### config.mk
export PLATFORM = sky130hd
export DESIGN_NAME = reg_40xx_wr_collector
export DESIGN_NICKNAME = d
export VERILOG_FILES = /design/src/rtl/reg_wr_collector_pkg.sv /design/src/rtl/reg_40xx_wr_collector_fifo.sv /design/src/rtl/reg_40xx_wr_collector.sv
export SDC_FILE = /design/constraint.sdc
export NUM_CORES = 1
export LEC_CHECK = 0
export ABC_AREA = 1
export BUFFER_PORTS_ARGS = -buffer_cell sky130_fd_sc_hd__buf_2
export CORE_MARGIN = 1.5
export CORE_UTILIZATION = 55
export CTS_BUF_LIST = sky130_fd_sc_hd__clkbuf_8
export DETAILED_ROUTE_END_ITERATION = 6
export PLACE_DENSITY = 0.77
export SETUP_SLACK_MARGIN = 0.05
export SYNTH_ARGS = -nofsm -noshare
export SYNTH_HDL_FRONTEND = slang
export SYNTH_SLANG_ARGS = --single-unit
### constraint.sdc
create_clock -name clk -period 12.75 [get_ports clk]
set_input_delay 1.9125 -clock clk [delete_from_list [all_inputs] [get_ports clk]]
set_output_delay 1.9125 -clock clk [all_outputs]
set_load 0.05 [all_outputs]
### src/rtl/reg_wr_collector_pkg.sv
// Shared definitions for the 40-word register-file write collector.
//   NUM_WORDS : number of implemented words (addresses 0..39)
//   ADDR_W    : address width of every write channel/port
//   NUM_CH    : number of producer channels / file write ports
//   CNT_W     : width of the saturating conflict-stall counter
//   wr_req_t  : {addr, data} write request at the register file's native width
package reg_wr_collector_pkg;

  localparam int unsigned NUM_WORDS = 40;
  localparam int unsigned ADDR_W    = 6;
  localparam int unsigned NUM_CH    = 3;
  localparam int unsigned CNT_W     = 16;
  localparam int unsigned DATA_W    = 64;

  typedef struct packed {
    logic [ADDR_W-1:0] addr;
    logic [DATA_W-1:0] data;
  } wr_req_t;

  function automatic logic addr_in_range(input logic [ADDR_W-1:0] addr);
    return addr < ADDR_W'(NUM_WORDS);
  endfunction

endpackage

### src/rtl/reg_40xx_wr_collector_fifo.sv
// Per-channel request FIFO (module wr_collector_fifo).
// Ports:
//   clk, rst     : clock, asynchronous active-high reset (empties the FIFO)
//   push/push_data : write one entry (ignored when full)
//   pop          : drop the head entry (ignored when empty)
//   head         : current head entry, valid while !empty
//   full, empty  : occupancy flags
// DEPTH must be a power of two so the pointers wrap naturally.
module wr_collector_fifo
  import reg_wr_collector_pkg::*;
#(
  parameter int unsigned WIDTH = 70,
  parameter int unsigned DEPTH = 2
) (
  input  logic             clk,
  input  logic             rst,
  input  logic             push,
  input  logic [WIDTH-1:0] push_data,
  input  logic             pop,
  output logic [WIDTH-1:0] head,
  output logic             full,
  output logic             empty
);

  localparam int unsigned PTR_W = (DEPTH > 1) ? $clog2(DEPTH) : 1;
  localparam int unsigned OCC_W = $clog2(DEPTH) + 1;

  logic [WIDTH-1:0] mem_q [DEPTH];
  logic [PTR_W-1:0] wr_ptr_q;
  logic [PTR_W-1:0] rd_ptr_q;
  logic [OCC_W-1:0] occ_q;
  logic             push_ok;
  logic             pop_ok;

  assign full    = (occ_q == OCC_W'(DEPTH));
  assign empty   = (occ_q == '0);
  assign head    = mem_q[rd_ptr_q];
  assign push_ok = push & ~full;
  assign pop_ok  = pop & ~empty;

  always_ff @(posedge clk or posedge rst) begin
    if (rst) begin
      wr_ptr_q <= '0;
      rd_ptr_q <= '0;
      occ_q    <= '0;
    end else begin
      if (push_ok) wr_ptr_q <= wr_ptr_q + 1'b1;
      if (pop_ok)  rd_ptr_q <= rd_ptr_q + 1'b1;
      case ({push_ok, pop_ok})
        2'b10:   occ_q <= occ_q + 1'b1;
        2'b01:   occ_q <= occ_q - 1'b1;
        default: occ_q <= occ_q;
      endcase
    end
  end

  // Storage needs no reset: entries are only visible through the pointers.
  always_ff @(posedge clk) begin
    if (push_ok) mem_q[wr_ptr_q] <= push_data;
  end

endmodule

### src/rtl/reg_40xx_wr_collector.sv
// Write-side front end for the 40-word, 2-read/3-write register file.
// Three producers push {addr, data} over valid/ready into per-channel FIFOs;
// an issue stage drives write port N from channel N through registered outputs,
// guaranteeing no same-word multi-port write and no address above 39.
// Ports:
//   clk, rst                 : clock, asynchronous active-high reset
//   chN_valid/ready/addr/data : producer channel N (N = 0..2)
//   wrN_en/addr/data          : register-file write port N (registered)
//   clr_err / err_oor         : sticky out-of-range drop flag and its clear
//   conflict_cnt              : saturating count of conflict stalls
//   idle                      : all FIFOs empty and no write issuing
// Optional feature macro: REG_WR_COLLECTOR_BYPASS_EN -- an accepted input that
// finds its FIFO empty competes for issue directly (1-cycle latency).
module reg_40xx_wr_collector
  import reg_wr_collector_pkg::*;
#(
  parameter int unsigned WIDTH = 64,
  parameter int unsigned DEPTH = 2
) (
  input  logic              clk,
  input  logic              rst,
  input  logic              ch0_valid,
  output logic              ch0_ready,
  input  logic [ADDR_W-1:0] ch0_addr,
  input  logic [WIDTH-1:0]  ch0_data,
  input  logic              ch1_valid,
  output logic              ch1_ready,
  input  logic [ADDR_W-1:0] ch1_addr,
  input  logic [WIDTH-1:0]  ch1_data,
  input  logic              ch2_valid,
  output logic              ch2_ready,
  input  logic [ADDR_W-1:0] ch2_addr,
  input  logic [WIDTH-1:0]  ch2_data,
  output logic              wr0_en,
  output logic [ADDR_W-1:0] wr0_addr,
  output logic [WIDTH-1:0]  wr0_data,
  output logic              wr1_en,
  output logic [ADDR_W-1:0] wr1_addr,
  output logic [WIDTH-1:0]  wr1_data,
  output logic              wr2_en,
  output logic [ADDR_W-1:0] wr2_addr,
  output logic [WIDTH-1:0]  wr2_data,
  input  logic              clr_err,
  output logic              err_oor,
  output logic [CNT_W-1:0]  conflict_cnt,
  output logic              idle
);

  localparam int unsigned REQ_W = ADDR_W + WIDTH;

  logic [NUM_CH-1:0] in_valid;
  logic [NUM_CH-1:0] in_ready;
  logic [REQ_W-1:0]  in_req    [NUM_CH];
  logic [NUM_CH-1:0] fifo_full;
  logic [NUM_CH-1:0] fifo_empty;
  logic [NUM_CH-1:0] fifo_push;
  logic [NUM_CH-1:0] fifo_pop;
  logic [REQ_W-1:0]  fifo_head [NUM_CH];

  logic [NUM_CH-1:0] cand_valid;
  logic [NUM_CH-1:0] cand_bypass;
  logic [NUM_CH-1:0] cand_live;
  logic [NUM_CH-1:0] cand_oor;
  logic [NUM_CH-1:0] cand_stall;
  logic [NUM_CH-1:0] cand_issue;
  logic [REQ_W-1:0]  cand_req  [NUM_CH];
  logic [ADDR_W-1:0] cand_addr [NUM_CH];
  logic [WIDTH-1:0]  cand_data [NUM_CH];

  logic [NUM_CH-1:0] en_q;
  logic [ADDR_W-1:0] addr_q [NUM_CH];
  logic [WIDTH-1:0]  data_q [NUM_CH];
  logic              err_q, err_d;
  logic [CNT_W-1:0]  cnt_q, cnt_d;
  logic [1:0]        stall_num;
  logic [CNT_W:0]    cnt_sum;

  assign in_valid  = {ch2_valid, ch1_valid, ch0_valid};
  assign in_req[0] = {ch0_addr, ch0_data};
  assign in_req[1] = {ch1_addr, ch1_data};
  assign in_req[2] = {ch2_addr, ch2_data};

  // Ready follows occupancy only and is held low throughout reset.
  assign in_ready  = ~fifo_full & {NUM_CH{~rst}};
  assign ch0_ready = in_ready[0];
  assign ch1_ready = in_ready[1];
  assign ch2_ready = in_ready[2];

  for (genvar g = 0; g < NUM_CH; g++) begin : g_fifo
    wr_collector_fifo #(
      .WIDTH (REQ_W),
      .DEPTH (DEPTH)
    ) u_fifo (
      .clk       (clk),
      .rst       (rst),
      .push      (fifo_push[g]),
      .push_data (in_req[g]),
      .pop       (fifo_pop[g]),
      .head      (fifo_head[g]),
      .full      (fifo_full[g]),
      .empty     (fifo_empty[g])
    );
  end

  // Candidate selection: FIFO head, or (bypass build) the accepted input when
  // the FIFO is empty.
  always_comb begin
    for (int n = 0; n < NUM_CH; n++) begin
      cand_bypass[n] = 1'b0;
      cand_valid[n]  = ~fifo_empty[n];
      cand_req[n]    = fifo_head[n];
`ifdef REG_WR_COLLECTOR_BYPASS_EN
      if (fifo_empty[n]) begin
        cand_bypass[n] = in_valid[n] & in_ready[n];
        cand_valid[n]  = in_valid[n] & in_ready[n];
        cand_req[n]    = in_req[n];
      end
`endif
      cand_addr[n] = cand_req[n][REQ_W-1 -: ADDR_W];
      cand_data[n] = cand_req[n][WIDTH-1:0];
      cand_live[n] = cand_valid[n] & addr_in_range(cand_addr[n]);
      cand_oor[n]  = cand_valid[n] & ~addr_in_range(cand_addr[n]);
    end
  end

  // A live candidate yields to any lower-index live candidate on the same word,
  // so same-word writes land in channel order and the highest index survives.
  always_comb begin
    for (int n = 0; n < NUM_CH; n++) begin
      cand_stall[n] = 1'b0;
      for (int m = 0; m < n; m++) begin
        if (cand_live[n] && cand_live[m] && (cand_addr[n] == cand_addr[m])) begin
          cand_stall[n] = 1'b1;
        end
      end
    end
  end

  assign cand_issue = cand_live & ~cand_stall;

  // A consumed bypass candidate never enters its FIFO; a stalled one is queued.
  always_comb begin
    for (int n = 0; n < NUM_CH; n++) begin
      fifo_pop[n]  = ~cand_bypass[n] & ~fifo_empty[n] & (cand_issue[n] | cand_oor[n]);
      fifo_push[n] = in_valid[n] & in_ready[n] &
                     ~(cand_bypass[n] & (cand_issue[n] | cand_oor[n]));
    end
  end

  always_comb begin
    stall_num = {1'b0, cand_stall[0]} + {1'b0, cand_stall[1]} + {1'b0, cand_stall[2]};
    cnt_sum   = {1'b0, cnt_q} + (CNT_W+1)'(stall_num);
    cnt_d     = cnt_sum[CNT_W] ? {CNT_W{1'b1}} : cnt_sum[CNT_W-1:0];
    // A new drop takes priority over a simultaneous clear.
    err_d = err_q;
    if (clr_err)    err_d = 1'b0;
    if (|cand_oor)  err_d = 1'b1;
  end

  always_ff @(posedge clk or posedge rst) begin
    if (rst) begin
      en_q  <= '0;
      err_q <= 1'b0;
      cnt_q <= '0;
      for (int n = 0; n < NUM_CH; n++) begin
        addr_q[n] <= '0;
        data_q[n] <= '0;
      end
    end else begin
      en_q  <= cand_issue;
      err_q <= err_d;
      cnt_q <= cnt_d;
      for (int n = 0; n < NUM_CH; n++) begin
        if (cand_issue[n]) begin
          addr_q[n] <= cand_addr[n];
          data_q[n] <= cand_data[n];
        end
      end
    end
  end

  assign wr0_en       = en_q[0];
  assign wr0_addr     = addr_q[0];
  assign wr0_data     = data_q[0];
  assign wr1_en       = en_q[1];
  assign wr1_addr     = addr_q[1];
  assign wr1_data     = data_q[1];
  assign wr2_en       = en_q[2];
  assign wr2_addr     = addr_q[2];
  assign wr2_data     = data_q[2];
  assign err_oor      = err_q;
  assign conflict_cnt = cnt_q;
  assign idle         = (&fifo_empty) & ~(|en_q);

endmodule

==> run_summary.xml <==
<?xml version="1.0" encoding="UTF-8"?>
<metrics>
  <group name="outcome">
    <metric name="status" unit="">complete, no violations</metric>
  </group>
  <group name="clock_network">
    <metric name="cts_hold_buf" unit="">0</metric>
    <metric name="clkSinkCount" unit="">662</metric>
    <metric name="clk_pin_slew" unit="ns">0.06</metric>
    <metric name="ctsRootBufferMaster" unit="">clkbuf_8</metric>
    <metric name="clock_path_buffers" unit="">3</metric>
    <metric name="postCtsSetupBuffers" unit="">0</metric>
    <metric name="cts.htree.levels" unit="">3</metric>
    <metric name="clock_latency_reported_for_the_late_side_of_the_worst_skew_pair" unit="ns">0.69</metric>
    <metric name="post_cts.resized_instances" unit="">0</metric>
    <metric name="cts_tree" unit="">done</metric>
    <metric name="numCtsBuffers" unit="">102</metric>
  </group>
  <group name="grt">
    <metric name="grt_antenna_before_repair" unit="">26</metric>
    <metric name="grt_remaining_overflow" unit="">0</metric>
    <metric name="grtUsageTotal" unit="%">24.6</metric>
    <metric name="first_global_vias" unit="">16312</metric>
    <metric name="wire_length_of_the_first_global_routing_pass" unit="um">88100</metric>
    <metric name="grt_max_degree" unit="">96</metric>
  </group>
  <group name="final_layout">
    <metric name="fill_cells" unit="">3245</metric>
    <metric name="fin_nets" unit="">2687</metric>
    <metric name="final_cell_mix" unit="">701 x nand2_1, 449 x buf_2, 420 x edfxtp_1, 239 x dfrtp_1, 114 x clkbuf_8</metric>
    <metric name="syn_to_final_growth" unit="%">19.1</metric>
    <metric name="layout_commonest_cell" unit="">nand2_1</metric>
    <metric name="post_route_cells_drive_above_1_share" unit="%">24.9</metric>
  </group>
  <group name="synth">
    <metric name="synth_xor_area_share" unit="%">0.458</metric>
    <metric name="synth_compound_area_share" unit="%">3.98</metric>
    <metric name="seq_area_frac_synth" unit="%">75.1</metric>
    <metric name="yosys.area_share.adder" unit="%">0.282</metric>
    <metric name="yosysWarningCount" unit="">0</metric>
    <metric name="dominant_combinational_cell_family_by_area_after_synthesis" unit="">simple AND/OR/NAND/NOR gates</metric>
    <metric name="synth_simple_gate_area_share" unit="%">14.4</metric>
    <metric name="post_synth_num_cell_types" unit="">32</metric>
    <metric name="synth_nets" unit="">2210</metric>
    <metric name="syn_avg_cell_area" unit="um2">12.5</metric>
    <metric name="synth.mux.area_fraction" unit="%">2.58</metric>
    <metric name="gate_count_of_the_mapped_netlist" unit="">1989</metric>
    <metric name="number_of_register_bits_inferred_by_synthesis" unit="">662</metric>
    <metric name="synthesis.area" unit="um2">24900</metric>
  </group>
  <group name="timing">
    <metric name="final_max_slew_violation_count" unit="">0</metric>
    <metric name="worst_pin_slew" unit="ns">1.20</metric>
    <metric name="period_minus_slack" unit="ns">4.86</metric>
    <metric name="max_freq" unit="GHz">0.206</metric>
    <metric name="final_hold_violating_endpoints" unit="">0</metric>
    <metric name="report.final.setup_viol" unit="">0</metric>
    <metric name="worst_slew_margin_rel" unit="%">20.1</metric>
    <metric name="rsz0062_at_grt" unit="">false</metric>
    <metric name="share_of_the_clock_period_used_by_the_worst_path" unit="%">38.1</metric>
    <metric name="worst_clock_skew" unit="ns">0.0304</metric>
    <metric name="final_critical_path_setup_slack" unit="ns">7.89</metric>
    <metric name="setup_tns" unit="ns">0</metric>
  </group>
  <group name="setup_path">
    <metric name="path_common_cell" unit="">nand2_1</metric>
    <metric name="crit_reg_reg_endpoint" unit="">conflict_cnt[11]$_DFF_PP0_</metric>
    <metric name="reg2reg_from" unit="">g_fifo[1].u_fifo.rd_ptr_q$_DFFE_PP0P_</metric>
    <metric name="crit_path_slowest_cell" unit="">dfrtp_2</metric>
    <metric name="reg2reg_depth" unit="">23</metric>
    <metric name="critical_path.endpoint_type" unit="">flip-flop</metric>
    <metric name="critPathLaunchType" unit="">flip-flop</metric>
    <metric name="reg2reg_setup_slack" unit="ns">7.89</metric>
    <metric name="timing.critical_path.cells" unit="">buf_4 &gt; inv_2 &gt; nand2_1 &gt; nand2_1 &gt; o21ai_2 &gt; nand2_1 &gt; nor2_1 &gt; nand2_1 &gt; nand2_1 &gt; nand2_1 &gt; fa_1 &gt; inv_1 &gt; ha_1 &gt; nand2_1 &gt; inv_1 &gt; nand3_1 &gt; nor2_1 &gt; nand2_1 &gt; inv_1 &gt; nand2_1 &gt; inv_1 &gt; nand4_1 &gt; nand3_1</metric>
    <metric name="critical-path-max-stage-delay" unit="ns">0.60</metric>
    <metric name="required_time_of_the_worst_setup_path" unit="ns">13.33</metric>
    <metric name="cp_top_family" unit="">simple AND/OR/NAND/NOR gates</metric>
    <metric name="path_class" unit="">flip-flop to flip-flop</metric>
    <metric name="arrival_time_worst_endpoint" unit="ns">5.44</metric>
    <metric name="worstPathMaxFanout" unit="">54</metric>
    <metric name="cp.buffers_inverters" unit="">6</metric>
  </group>
  <group name="min_path">
    <metric name="hold-path-cell-count" unit="">2</metric>
    <metric name="worstHoldEndpoint" unit="">wr1_data[43]$_DFFE_PP0N_</metric>
    <metric name="hold_path.class" unit="">flip-flop to flip-flop</metric>
    <metric name="min-delay-start" unit="">wr1_data[43]$_DFFE_PP0N_</metric>
  </group>
  <group name="power">
    <metric name="power_leakage" unit="nW">13.2</metric>
    <metric name="peak_supply_drop" unit="mV">0.191</metric>
    <metric name="p_per_area" unit="nW/um2">282</metric>
  </group>
  <group name="placement">
    <metric name="routabilityCongestion" unit="">0.852</metric>
    <metric name="io_buffer_count" unit="">449</metric>
    <metric name="place_ws" unit="ns">7.89</metric>
    <metric name="hpwl_dp" unit="um">36700</metric>
  </group>
  <group name="drt">
    <metric name="drt_first_pass_iters" unit="">5</metric>
    <metric name="route.final.wire_length" unit="um">57300</metric>
    <metric name="initialDrtViolationCount" unit="">1257</metric>
    <metric name="vias" unit="">16418</metric>
    <metric name="avgRoutedWirePerCell" unit="um">18.1</metric>
    <metric name="detail_route.drc_violations" unit="">0</metric>
    <metric name="vias_per_cell" unit="">5.19</metric>
    <metric name="detail-route-antenna-nets" unit="">0</metric>
  </group>
  <group name="floorplan">
    <metric name="die_y" unit="um">216</metric>
    <metric name="die_area" unit="um2">46500</metric>
    <metric name="count_of_pins_on_the_block_boundary" unit="">450</metric>
    <metric name="floorplan.rows" unit="">77</metric>
    <metric name="chipWidth" unit="um">216</metric>
    <metric name="initial_utilization" unit="%">56.0</metric>
    <metric name="core_area" unit="um2">44400</metric>
  </group>
  <group name="flow_run">
    <metric name="maxCapViolations" unit="">0</metric>
  </group>
</metrics>
registers in the layout, indices dropped and copies added, names as in the netlist, 6 cells and up:
name and cells:
wr0_addr 6, g_fifo.u_fifo.occ_q 6, wr0_data 64, wr1_data 64
wr2_data 64, conflict_cnt 16, g_fifo.u_fifo.mem_q 420, wr2_addr 6
wr1_addr 6
cell usage after synthesis:
master,instances,share of area [%]
xor2_1,7,0.25
o21ai_2,10,0.35
buf_2,23,0.46
buf_6,3,0.14
nand3_1,85,1.7
o21ai_1,32,0.64
buf_8,8,0.48
edfxtp_1,420,51
fa_1,1,0.081
nand2_2,9,0.23
o21ai_0,59,1.2
inv_1,68,1.0
nor4_1,1,0.025
and2_1,1,0.025
a21oi_1,7,0.14
a31oi_1,65,1.6
or2_2,2,0.050
buf_4,12,0.36
nand3b_1,3,0.091
nand3_2,1,0.040
nand2_1,702,11
ha_1,4,0.20
nor2_1,90,1.4
clkbuf_1,39,0.59
o22ai_1,1,0.025
nor3_1,5,0.10
buf_1,9,0.14
xnor2_1,6,0.21
mux2i_1,64,2.6
dfrtp_1,242,24
nand4_1,6,0.15
inv_2,4,0.060
where the power goes:
group	switching (mW)	internal, mW	leakage [nW]	total, mW
clock network	0.791	0.940	1.20	1.73
logic	2.66	0.798	5.25	3.46
registers	0.276	2.88	6.76	3.15
total	3.73	4.61	13.2	8.34
layer usage:
layer  global-route usage, %  part of all wire [%]  vias to the layer above
met5                       0                  0.26                        -
met4                    12.7                   4.0                       24
met3                    7.81                   8.7                      137
li1                        -                     -                     7741
met1                    29.6                    38                     7891
met2                    40.0                    49                      625
cell families after synthesis:
group           count (synthesis)
mux                            64
fa+ha+maj                       5
buf+inv                       166
simple gates                  905
compound gates                174
flops                         662
xor+xnor                       13
metrics by stage:
step,utilization (%),instance area [um2],total power [mW],hold slack (ns),std cells
finish,66.7,29600,8.34,0.465,3161
global route,66.7,29600,8.81,0.489,3159
floorplan,-,24900,5.82,0.469,1989
detailed placement,62.0,27500,6.67,0.453,2954
CTS,66.6,29600,8.41,0.468,3147
global placement,62.0,27500,6.56,0.449,2954
cell type report:
class	count	area (um2)	area share, %
antenna	14	35.0	0.118
clock buffer	114	1570	5.30
clock inverter	79	479	1.62
inverter	72	280	0.947
multi-input combinational	1161	5450	18.4
sequential	662	18700	63.1
tap	592	741	2.50
timing repair buffer	467	2380	8.05
worst min-delay path, stage by stage (launching register included):
cell and delay (ns):
dfrtp_1 0.34, nand2_1 0.05, nand2_1 0.05
how the worst max path moves through the flow:
stage                                           from  slack [ns]                               endpoint  cells past startpoint
6_report       g_fifo[1].u_fifo.rd_ptr_q$_DFFE_PP0P_        7.89             conflict_cnt[11]$_DFF_PP0_                     23
5_1_grt        g_fifo[0].u_fifo.rd_ptr_q$_DFFE_PP0P_        7.35              conflict_cnt[2]$_DFF_PP0_                     25
4_1_cts        g_fifo[0].u_fifo.rd_ptr_q$_DFFE_PP0P_        7.89             conflict_cnt[13]$_DFF_PP0_                     25
3_5_place_dp                                     rst        7.89  g_fifo[2].u_fifo.rd_ptr_q$_DFFE_PP0P_                      4
3_3_place_gp                                     rst        7.95  g_fifo[2].u_fifo.rd_ptr_q$_DFFE_PP0P_                      4
2_1_floorplan                                    rst        4.19              conflict_cnt[0]$_DFF_PP0_                      1
Power figures use the tool's default switching activity.
